## config.mk

```make
export PLATFORM = sky130hd
export DESIGN_NAME = fde_sequencer
export DESIGN_NICKNAME = d
export VERILOG_FILES = /design/src/rtl/processor_pkg.sv /design/src/rtl/seq_wait_timer.sv /design/src/rtl/fde_sequencer.sv
export SDC_FILE = /design/constraint.sdc
export NUM_CORES = 1
export LEC_CHECK = 0
export ABC_AREA = 1
export BUFFER_PORTS_ARGS = -buffer_cell sky130_fd_sc_hd__buf_2
export CORE_MARGIN = 4
export CORE_UTILIZATION = 47
export DETAILED_ROUTE_END_ITERATION = 7
export PLACE_DENSITY = 0.76
export SYNTH_ARGS = -nofsm -noshare
export SYNTH_HDL_FRONTEND = slang
export SYNTH_SLANG_ARGS = --single-unit
```

## constraint.sdc

```tcl
create_clock -name clk -period 2.2 [get_ports clk]
set_input_delay 0.33 -clock clk [delete_from_list [all_inputs] [get_ports clk]]
set_output_delay 0.33 -clock clk [all_outputs]
set_load 0.05 [all_outputs]
```

## src/rtl/processor_pkg.sv

```systemverilog
// -----------------------------------------------------------------------------
// processor_pkg
//   Shared definitions for the fetch/decode/execute sequencer:
//   - state_t     : sequencer state encoding (also exported on the debug port)
//   - CLS_*       : opcode class constants (top byte of the instruction)
//   - NIB_*       : top-nibble groups that run with no DECODE enables
//   - enables_t   : bundle of the datapath enables
//   - decode_t    : decoded view of one opcode class
//   - decode_class: class byte -> enables / memory wait / output op / legality
// -----------------------------------------------------------------------------
package processor_pkg;

  typedef enum logic [2:0] {
    ST_IDLE    = 3'd0,
    ST_FETCH   = 3'd1,
    ST_DECODE  = 3'd2,
    ST_EXECUTE = 3'd3,
    ST_COMMIT  = 3'd4,
    ST_HALT    = 3'd5,
    ST_FAULT   = 3'd6,
    ST_UNUSED  = 3'd7
  } state_t;

  localparam logic [7:0] CLS_ALU_OUT    = 8'h22; // register file -> output port
  localparam logic [7:0] CLS_RAM_OUT    = 8'h42; // RAM -> output port
  localparam logic [7:0] CLS_RAM_WR     = 8'h41; // bus -> RAM
  localparam logic [7:0] CLS_ROM_TO_RAM = 8'h31; // ROM data word -> RAM
  localparam logic [7:0] CLS_RAM_TO_ALU = 8'h92; // RAM -> register file
  localparam logic [7:0] CLS_ALU_TO_RAM = 8'h91; // register file -> RAM

  localparam logic [3:0] NIB_ALU     = 4'h1;
  localparam logic [3:0] NIB_JMP_RAM = 4'h7;
  localparam logic [3:0] NIB_JMP_IMM = 4'hF;

  // An all-zero instruction word is HALT; compared as ir == '0 so it scales
  // with DATA_WIDTH.

  typedef struct packed {
    logic pc_read;
    logic rom;
    logic rom_read_data;
    logic ram_read;
    logic ram_write;
    logic alu_read;
    logic alu_write;
    logic pc;
  } enables_t;

  typedef struct packed {
    enables_t en;        // enables driven during DECODE
    logic     needs_mem; // DECODE waits for mem_ready
    logic     out_op;    // data_in is captured into the output port
    logic     legal;     // class is recognised
  } decode_t;

  function automatic decode_t decode_class(input logic [7:0] cls);
    decode_t d;
    d = '0;
    d.legal = 1'b1;
    case (cls)
      CLS_ALU_OUT:    begin d.en.alu_read = 1'b1; d.out_op = 1'b1; end
      CLS_RAM_OUT:    begin d.en.ram_read = 1'b1; d.out_op = 1'b1; d.needs_mem = 1'b1; end
      CLS_RAM_WR:     begin d.en.ram_write = 1'b1; d.needs_mem = 1'b1; end
      CLS_ROM_TO_RAM: begin
        d.en.rom_read_data = 1'b1;
        d.en.ram_write     = 1'b1;
        d.needs_mem        = 1'b1;
      end
      CLS_RAM_TO_ALU: begin
        d.en.ram_read  = 1'b1;
        d.en.alu_write = 1'b1;
        d.needs_mem    = 1'b1;
      end
      CLS_ALU_TO_RAM: begin
        d.en.alu_read  = 1'b1;
        d.en.ram_write = 1'b1;
        d.needs_mem    = 1'b1;
      end
      default: begin
        d.legal = (cls[7:4] == NIB_ALU) || (cls[7:4] == NIB_JMP_RAM) ||
                  (cls[7:4] == NIB_JMP_IMM);
      end
    endcase
    return d;
  endfunction

endpackage

```

## src/rtl/seq_wait_timer.sv

```systemverilog
// -----------------------------------------------------------------------------
// seq_wait_timer
//   Counts consecutive stalled cycles within one sequencer state and flags a
//   timeout on the stalled cycle that reaches TIMEOUT_CYCLES.
// Ports:
//   clk       in  system clock
//   reset     in  asynchronous, active-high
//   stall_i   in  current state is waiting on mem_ready this cycle
//   clear_i   in  sequencer changes state at the next edge
//   timeout_o out this stalled cycle is the TIMEOUT_CYCLES-th in a row
// -----------------------------------------------------------------------------
module seq_wait_timer #(
  parameter int TIMEOUT_CYCLES = 8
) (
  input  logic clk,
  input  logic reset,
  input  logic stall_i,
  input  logic clear_i,
  output logic timeout_o
);

  localparam int CW = $clog2(TIMEOUT_CYCLES + 1);

  logic [CW-1:0] wait_cnt_q;
  logic [CW-1:0] wait_cnt_d;

  always_comb begin
    wait_cnt_d = wait_cnt_q;
    if (clear_i)      wait_cnt_d = '0;
    else if (stall_i) wait_cnt_d = wait_cnt_q + CW'(1);
  end

  // NOTE: state registers use non-blocking assignments so every flop samples
  // pre-edge values; the async reset sits in the sensitivity list.
  always_ff @(posedge clk or posedge reset) begin
    if (reset) wait_cnt_q <= '0;
    else       wait_cnt_q <= wait_cnt_d;
  end

  assign timeout_o = stall_i && (wait_cnt_q == CW'(TIMEOUT_CYCLES - 1));

endmodule

```

## src/rtl/fde_sequencer.sv

```systemverilog
// -----------------------------------------------------------------------------
// fde_sequencer
//   Fetch/decode/execute control unit. Latches the instruction into ir at the
//   end of FETCH and drives the datapath enables combinationally from
//   (state, ir). Memory stalls hold all enables; a run of TIMEOUT_CYCLES
//   stalls forces FAULT. HALT (ir == 0) and FAULT are sticky until reset.
// Ports:
//   clk, reset (async, active-high)
//   opcode_in, data_in, mem_ready, run, step               inputs
//   pc_read_enable .. pc_enable                            datapath enables
//   data_output / data_output_valid                        registered output port
//   halted, fault, state, instr_count                      status / debug
// -----------------------------------------------------------------------------
module fde_sequencer
  import processor_pkg::*;
#(
  parameter int DATA_WIDTH     = 16,
  parameter int TIMEOUT_CYCLES = 8,
  parameter int CNT_WIDTH      = 32,
  parameter bit STRICT_DECODE  = 1'b1
) (
  input  logic                  clk,
  input  logic                  reset,
  input  logic [DATA_WIDTH-1:0] opcode_in,
  input  logic [DATA_WIDTH-1:0] data_in,
  input  logic                  mem_ready,
  input  logic                  run,
  input  logic                  step,
  output logic                  pc_read_enable,
  output logic                  rom_enable,
  output logic                  rom_read_data_enable,
  output logic                  ram_read_enable,
  output logic                  ram_write_enable,
  output logic                  alu_read_enable,
  output logic                  alu_write_enable,
  output logic                  pc_enable,
  output logic [DATA_WIDTH-1:0] data_output,
  output logic                  data_output_valid,
  output logic                  halted,
  output logic                  fault,
  output logic [2:0]            state,
  output logic [CNT_WIDTH-1:0]  instr_count
);

  state_t                state_q, state_d, nxt_state;
  logic [DATA_WIDTH-1:0] ir_q, ir_d;
  logic [DATA_WIDTH-1:0] dout_q, dout_d;
  logic                  valid_q, valid_d;
  logic [CNT_WIDTH-1:0]  count_q, count_d;

  enables_t   en;
  decode_t    dec;
  logic [7:0] cls;
  logic [3:0] nib;
  logic       stall;
  logic       timeout;

  assign cls = ir_q[DATA_WIDTH-1 -: 8];
  assign nib = cls[7:4];
  assign dec = decode_class(cls);

  // Next-state and enables without the timeout override; kept apart from the
  // override so the stall -> timeout -> next-state path has no feedback.
  // NOTE: every signal gets a default first, so no path leaves one unassigned
  // and no latch is inferred.
  always_comb begin
    nxt_state = state_q;
    ir_d      = ir_q;
    dout_d    = dout_q;
    valid_d   = 1'b0;
    count_d   = count_q;
    en        = '0;
    stall     = 1'b0;
    case (state_q)
      ST_IDLE: begin
        if (run || step) nxt_state = ST_FETCH;
      end
      ST_FETCH: begin
        en.pc_read = 1'b1;
        en.rom     = 1'b1;
        if (mem_ready) begin
          ir_d      = opcode_in;
          nxt_state = ST_DECODE;
        end else begin
          stall = 1'b1;
        end
      end
      ST_DECODE: begin
        if (ir_q == '0) begin
          nxt_state = ST_HALT;
        end else if (!dec.legal && STRICT_DECODE) begin
          nxt_state = ST_FAULT;
        end else begin
          en = dec.en;
          if (dec.needs_mem && !mem_ready) begin
            stall = 1'b1;
          end else begin
            nxt_state = ST_EXECUTE;
            if (dec.out_op) begin
              dout_d  = data_in;
              valid_d = 1'b1;
            end
          end
        end
      end
      ST_EXECUTE: begin
        en.alu_write = (nib == NIB_ALU);
        nxt_state    = ST_COMMIT;
      end
      ST_COMMIT: begin
        en.pc = 1'b1;
        if (nib == NIB_JMP_RAM) begin
          en.ram_read = 1'b1;
          stall       = !mem_ready;
        end
        if (!stall) begin
          count_d   = count_q + CNT_WIDTH'(1);
          nxt_state = run ? ST_FETCH : ST_IDLE;
        end
      end
      ST_HALT:  nxt_state = ST_HALT;
      ST_FAULT: nxt_state = ST_FAULT;
      default:  nxt_state = ST_IDLE;
    endcase
  end

  assign state_d = timeout ? ST_FAULT : nxt_state;

  seq_wait_timer #(
    .TIMEOUT_CYCLES(TIMEOUT_CYCLES)
  ) u_wait_timer (
    .clk      (clk),
    .reset    (reset),
    .stall_i  (stall),
    .clear_i  (state_d != state_q),
    .timeout_o(timeout)
  );

  always_ff @(posedge clk or posedge reset) begin
    if (reset) begin
      state_q <= ST_IDLE;
      ir_q    <= '0;
      dout_q  <= '0;
      valid_q <= 1'b0;
      count_q <= '0;
    end else begin
      state_q <= state_d;
      ir_q    <= ir_d;
      dout_q  <= dout_d;
      valid_q <= valid_d;
      count_q <= count_d;
    end
  end

  assign pc_read_enable       = en.pc_read;
  assign rom_enable           = en.rom;
  assign rom_read_data_enable = en.rom_read_data;
  assign ram_read_enable      = en.ram_read;
  assign ram_write_enable     = en.ram_write;
  assign alu_read_enable      = en.alu_read;
  assign alu_write_enable     = en.alu_write;
  assign pc_enable            = en.pc;
  assign data_output          = dout_q;
  assign data_output_valid    = valid_q;
  assign halted               = (state_q == ST_HALT);
  assign fault                = (state_q == ST_FAULT);
  assign state                = state_q;
  assign instr_count          = count_q;

endmodule
```

=== After elaboration in Yosys (flattened, before gate mapping) ===
Index checks and enable logic that the tools add are counted.

* $add $sub $neg: 2
* Eq/ne operators: 17
* Muxes and demuxes: 40
* Bitwise logic cells: 3
* Reduce and logical (&&, ||, !) cells: 18

{| class="wikitable"
|+ Operators with widths
! operator !! number
|-
| $add A32 B1 Y32 const B || 1
|-
| $mux W1 || 22
|-
| $mux W3 || 7
|-
| $pmux W3 S7 || 1
|-
| $eq A8 B6 Y1 const B || 2
|-
| $eq A8 B7 Y1 const B || 2
|-
| $eq A8 B8 Y1 const B || 2
|-
| $logic_not A16 Y1 || 1
|-
| $mux W6 || 2
|-
| $eq A3 B3 Y1 const B || 3
|-
| $eq A4 B3 Y1 const B || 2
|-
| $mux W4 || 2
|-
| $eq A3 B2 Y1 const B || 2
|-
| $pmux W1 S2 || 3
|-
| $reduce_or A2 Y1 || 3
|-
| $reduce_or A6 Y1 || 1
|-
| $reduce_and A5 Y1 || 1
|-
| $reduce_or A5 Y1 || 1
|-
| $add A4 B1 Y4 const B || 1
|-
| $eq A4 B1 Y1 const B || 1
|-
| $eq A4 B4 Y1 const B || 1
|-
| $pmux W2 S2 || 1
|-
| $reduce_and A2 Y1 || 2
|-
| $eq A3 B1 Y1 const B || 1
|-
| other kinds (10) || 15
|}

* Flip-flop bits (word level): 72
* Input port bits: 37
* Output and inout bits: 62
* Word-level logic and storage cells: 86

=== Logic depth before layout (Yosys ltp) ===
* Depth in word-level cells: 12
* Mapped depth: 16
* Depth with buffers taken out: 16

=== Cells and area by module ===
From an unflattened synthesis, not the netlist that was laid out.

* Cell total of the unflattened synthesis: 414
* Area, all modules: 3703.6 um2

{| class="wikitable"
|+ By module, submodules not included
! module !! times used !! cells each !! area each (um2) !! seq. area each (um2)
|-
| fde_sequencer || 1 || 389 || 3505.9 || 1701.6
|-
| seq_wait_timer || 1 || 25 || 197.7 || 100.1
|}

=== Least setup slack after synthesis ===
No wires, ideal clock.

* Kind: flip-flop to output port
* Start point: register state_q[2] (netlist: state[2])
* End point: output rom_read_data_enable
* Arrival time: 2736 ps
* Data required time: 1870 ps
* Setup slack: -866 ps
* Cell stages (with the launch flop): 7
* Buffers on the path: 1
* Cells stage by stage: dfrtp_1 buf_2 inv_1 nand3_1 a21oi_1 nand2_1 nor4_1

* Longest elaborated chain between the ends: 2

{| class="wikitable"
|+ Ends and longest elaborated chain
! item !! line !! RTL
|-
| start: declaration || fde_sequencer.sv:45 || <nowiki>state_t state_q, state_d, nxt_state;</nowiki>
|-
| start signal: assignment || fde_sequencer.sv:147 || <nowiki>state_q <= state_d;</nowiki>
|-
| $eq A3 B2 Y1 || fde_sequencer.sv:74 || <nowiki>case (state_q)</nowiki>
|-
| $mux W1 || fde_sequencer.sv:74 ||
|-
| end: declaration || fde_sequencer.sv:31 || <nowiki>output logic rom_read_data_enable,</nowiki>
|}

Every way passes these cells.

=== Final worst setup path ===
* Start point: register ir_q[10]
* End point: output rom_read_data_enable

* Longest elaborated chain between the ends: 6
* Elaborated cells on any way between the ends: 13
* Classes of those cells: eq/ne (6); mux (5); reduce/logical (2)

{| class="wikitable"
|+ Ends and longest elaborated chain
! item !! line !! RTL
|-
| start: declaration || fde_sequencer.sv:46 || <nowiki>logic [DATA_WIDTH-1:0] ir_q, ir_d;</nowiki>
|-
| start signal: assignment || fde_sequencer.sv:148 || <nowiki>ir_q <= ir_d;</nowiki>
|-
| $eq A8 B8 Y1, or another cell as far along || processor_pkg.sv:60 || <nowiki>case (cls)</nowiki>
|-
| $reduce_or A6 Y1 (no line) || - ||
|-
| $mux W1 || processor_pkg.sv:60 ||
|-
| $mux W6 || fde_sequencer.sv:91 || <nowiki>end else if (!dec.legal && STRICT_DECODE) begin</nowiki>
|-
| $mux W6 (*) || fde_sequencer.sv:89 || <nowiki>if (ir_q == '0) begin</nowiki>
|-
| $mux W1 (*) || fde_sequencer.sv:74 ||
|}

Mark *: on every way between the ends. The rest lies on a longest branch, timed or not.

==> impl_results.md <==
* Status: complete, no violations
* Clock slew at reported path FFs at 0.08 ns
* Asr flop ratio synth at 100%
* CP Class: register to output port
* Vias in the first global route at 3123
* Synth cell count leaders: nand2_1, dfrtp_1, inv_1
* Reg area at approximately 1800 sq um
* Drt wl/cell at between 10 and 15 um
* Global-route wire length before repair at ~14000 um
* Synthesized flop and latch total at between 70 and 80
* Final core utilization at between 60% and 70%
* Final Max Tran Viols at 0
* Mapped Area at around 3600 sq um
* Clock sink count at 72
* RSZ-0062 raised after global routing: true
* Switch Pwr at around 2.5 mW
* Total core area at 7370 sq um
* Worst path top cell family by delay: simple AND/OR/NAND/NOR gates
* Area leader, netlist: dfrtp_1
* IO Port Bufs at 98
* Register area share after synthesis at 49.7%
* VDD IR max at a little under 0.9 mV
* Tmin final at roughly 2.2 ns
* Core Rows at 31
* Multi-input gate area at about 1700 sq um
* Clock Tree Buf Depth at 2
* CP Data Required Time at 1.87 ns
* 1st-iter DRT viols at slightly below 90
* Area contributors post-synth: dfrtp_1, nand2_1, xor2_1
* Vias per cell at roughly 5
* Largest net degree at the start of global routing at 35
* Gpl congestion at about 0.88
* Drt pass-1 iters at 4
* Clock Skew at 0.0115 ns
* CP max-delay cell: dfrtp_1
* Post-DP Area at ~4300 sq um
* Logic pwr share at roughly 44%
* Detail Route Antenna Nets at 0
* Leak Pwr at roughly 2.5 nW
* CP Launch Type: register
* Fmax at 455 MHz
* Main synth FF type: dfrtp_1
* Worst slew margin at between 60% and 70%
* Initial Util at roughly 49%
* Post-Syn Area per Cell at 8.24 sq um
* Post-synth EDFFs at 0
* Slew at the pin closest to its max-slew limit at 0.573 ns
* HP Class: input pin to async pin
* Critical path buffer and inverter count at 3
* Crit share post-route at 99.8%
* Seq pwr share at between 30% and 40%
* Setup crit end kind: output port
* HPWL Detailed at a little under 7000 um
* Gr ovfl total at 0
* Initial antenna violation count at 0
* Setup TNS at 0 ns
* I/O pin count at around 100
* Setup-failing EPs final at 0
* Synth unique cells at 30
* ANT cells at 0
* Final hold violation count at 0
* # DRC at 0
* TritonCTS clock tree: built
* Syn nets at roughly 480
* Clock buffer count from CTS at 9
* Final Net Count at approximately 600
* Hold slack final at 0.0322 ns
* Power per standard cell area at around 1200 nW/um^2
* Slowest stage delay, CP at ~0.38 ns
* Root Driver: clkbuf_8
* Die width at between 90 and 100 um
* Yosys warns at 0
* Final instance area at approximately 4600 sq um
* Full die area at 9180 sq um
* Max cap viols at 0
* Internal Power at about 2.9 mW
* Clk_lat worst skew at 0.35 ns
* Area grow syn2layout at 27.9%
* Synth top area share at slightly below 50%
* CP cell instances: inv_2, nand2_4, nor2_4, nand3_2, inv_2, nor2_2, nand3_2, nand2_4, nor4_4, buf_6
* Clk pwr share at between 15 and 20%
* Total track usage at 20.0%
* Mapped Cells at 440
* Total power at between 5 and 6 mW
* Sw Ratio at roughly 47%
* Fillcell total at between 600 and 700
* Top-count cell post-synth: nand2_1
* Share of layout cells above drive strength 1 at between 30% and 40%
* Die height at approximately 96 um
* Crit path max fanout at 4
* H-tree depth at 3
* CP arrival at between 1.5 and 2 ns
* Total wire length at 8790 um
* Vias at roughly 3.2k
==> state kept, by name, indices dropped and copies added (netlist names) <==
name                     flops
instr_count                 32
data_output                 16
ir_q                        16
u_wait_timer.wait_cnt_q      4
state                        3
data_output_valid            1
==> layout make-up <==
type / count / share of cell area, %
clock buffer: 11 / 3.26
clock inverter: 5 / 1.19
inverter: 50 / 4.05
multi-input combinational: 312 / 37.1
sequential: 72 / 39.0
tap: 99 / 2.67
timing repair buffer: 108 / 12.7
==> cell families after synthesis <==
kind of cell / share of synthesized area (%)
DFF: 49.7
muxes: 0.311
adders and majority gates: 0.690
and+or+nand+nor: 32.4
AOI/OAI and AO/OA: 2.69
xor gates and xnor gates: 8.21
buffers and inverters: 5.97
==> metrics by stage <==
step,setup slack [ns],cells
after floorplan,-0.115,440
after global placement,0.172,636
after detailed placement,0.154,636
after CTS,0.00401,652
after global routing,-0.117,657
final,0.00333,657
==> path summary, 6_finish.rpt <==
check	slack (ns)	start	cells after the start	end
setup / recovery	0.003	ir_q[10]	10	rom_read_data_enable
hold / removal	0.03	reset	2	instr_count[18]
setup reg to reg	0.18	ir_q[14]	13	u_wait_timer.wait_cnt_q[1]
hold reg to reg	0.48	instr_count[31]	1	instr_count[31]
max in group asynchronous	1.54	reset	3	instr_count[1]
min in group clk	0.17	data_in[5]	3	data_output[5]
==> power groups by stage <==
stage / clock (mW) / combinational, mW / sequential (mW)
final: 1.08 / 2.40 / 1.95
after global routing: 1.16 / 2.61 / 1.99
after CTS: 1.10 / 2.26 / 1.92
after floorplan: 0 / 1.07 / 2.56
after global placement: 0 / 2.19 / 1.92
after detailed placement: 0 / 2.22 / 1.94
==> routing by layer <==
metal	wire, um	GRT usage, %	vias to the layer above
met5	0	0	-
met4	120	6.87	0
met3	389	4.30	11
met2	4390	34.1	63
met1	3890	25.2	1526
li1	-	-	1609
==> cell usage in the layout, fill, tap and decap left out, types with 2 or more instances in the layout <==
cell,netlist,routed
nand2_1,147,140
buf_2,2,95
dfrtp_1,72,66
inv_1,47,40
nor2_1,38,31
xor2_1,24,24
nand3_1,23,20
o21ai_0,15,12
clkbuf_8,0,11
xnor2_1,10,10
buf_4,1,10
nand2_2,4,9
nor2_2,6,9
inv_2,2,9
nand4_1,9,9
nand3_2,6,9
nor2_4,3,7
nor3_1,7,7
dfrtp_2,0,6
nor4_1,6,5
nand2_4,1,3
nor4_4,1,2
nor3b_1,2,2
o21ai_2,0,2
a21oi_1,3,2
ha_1,2,2
clkinv_2,0,2
clkinvlp_4,0,2
==> repair_timing <==
action | in CTS | in global routing
gates cloned | 0 | 0
buffers inserted | 0 | 5
endpoints found under the hold margin | 0 | 0
setup endpoints to repair | 2 | 5
resized for setup | 10 | 30
hold buffers | 0 | 0
pin swaps | 1 | 10
(Power assumes the default switching activity.)
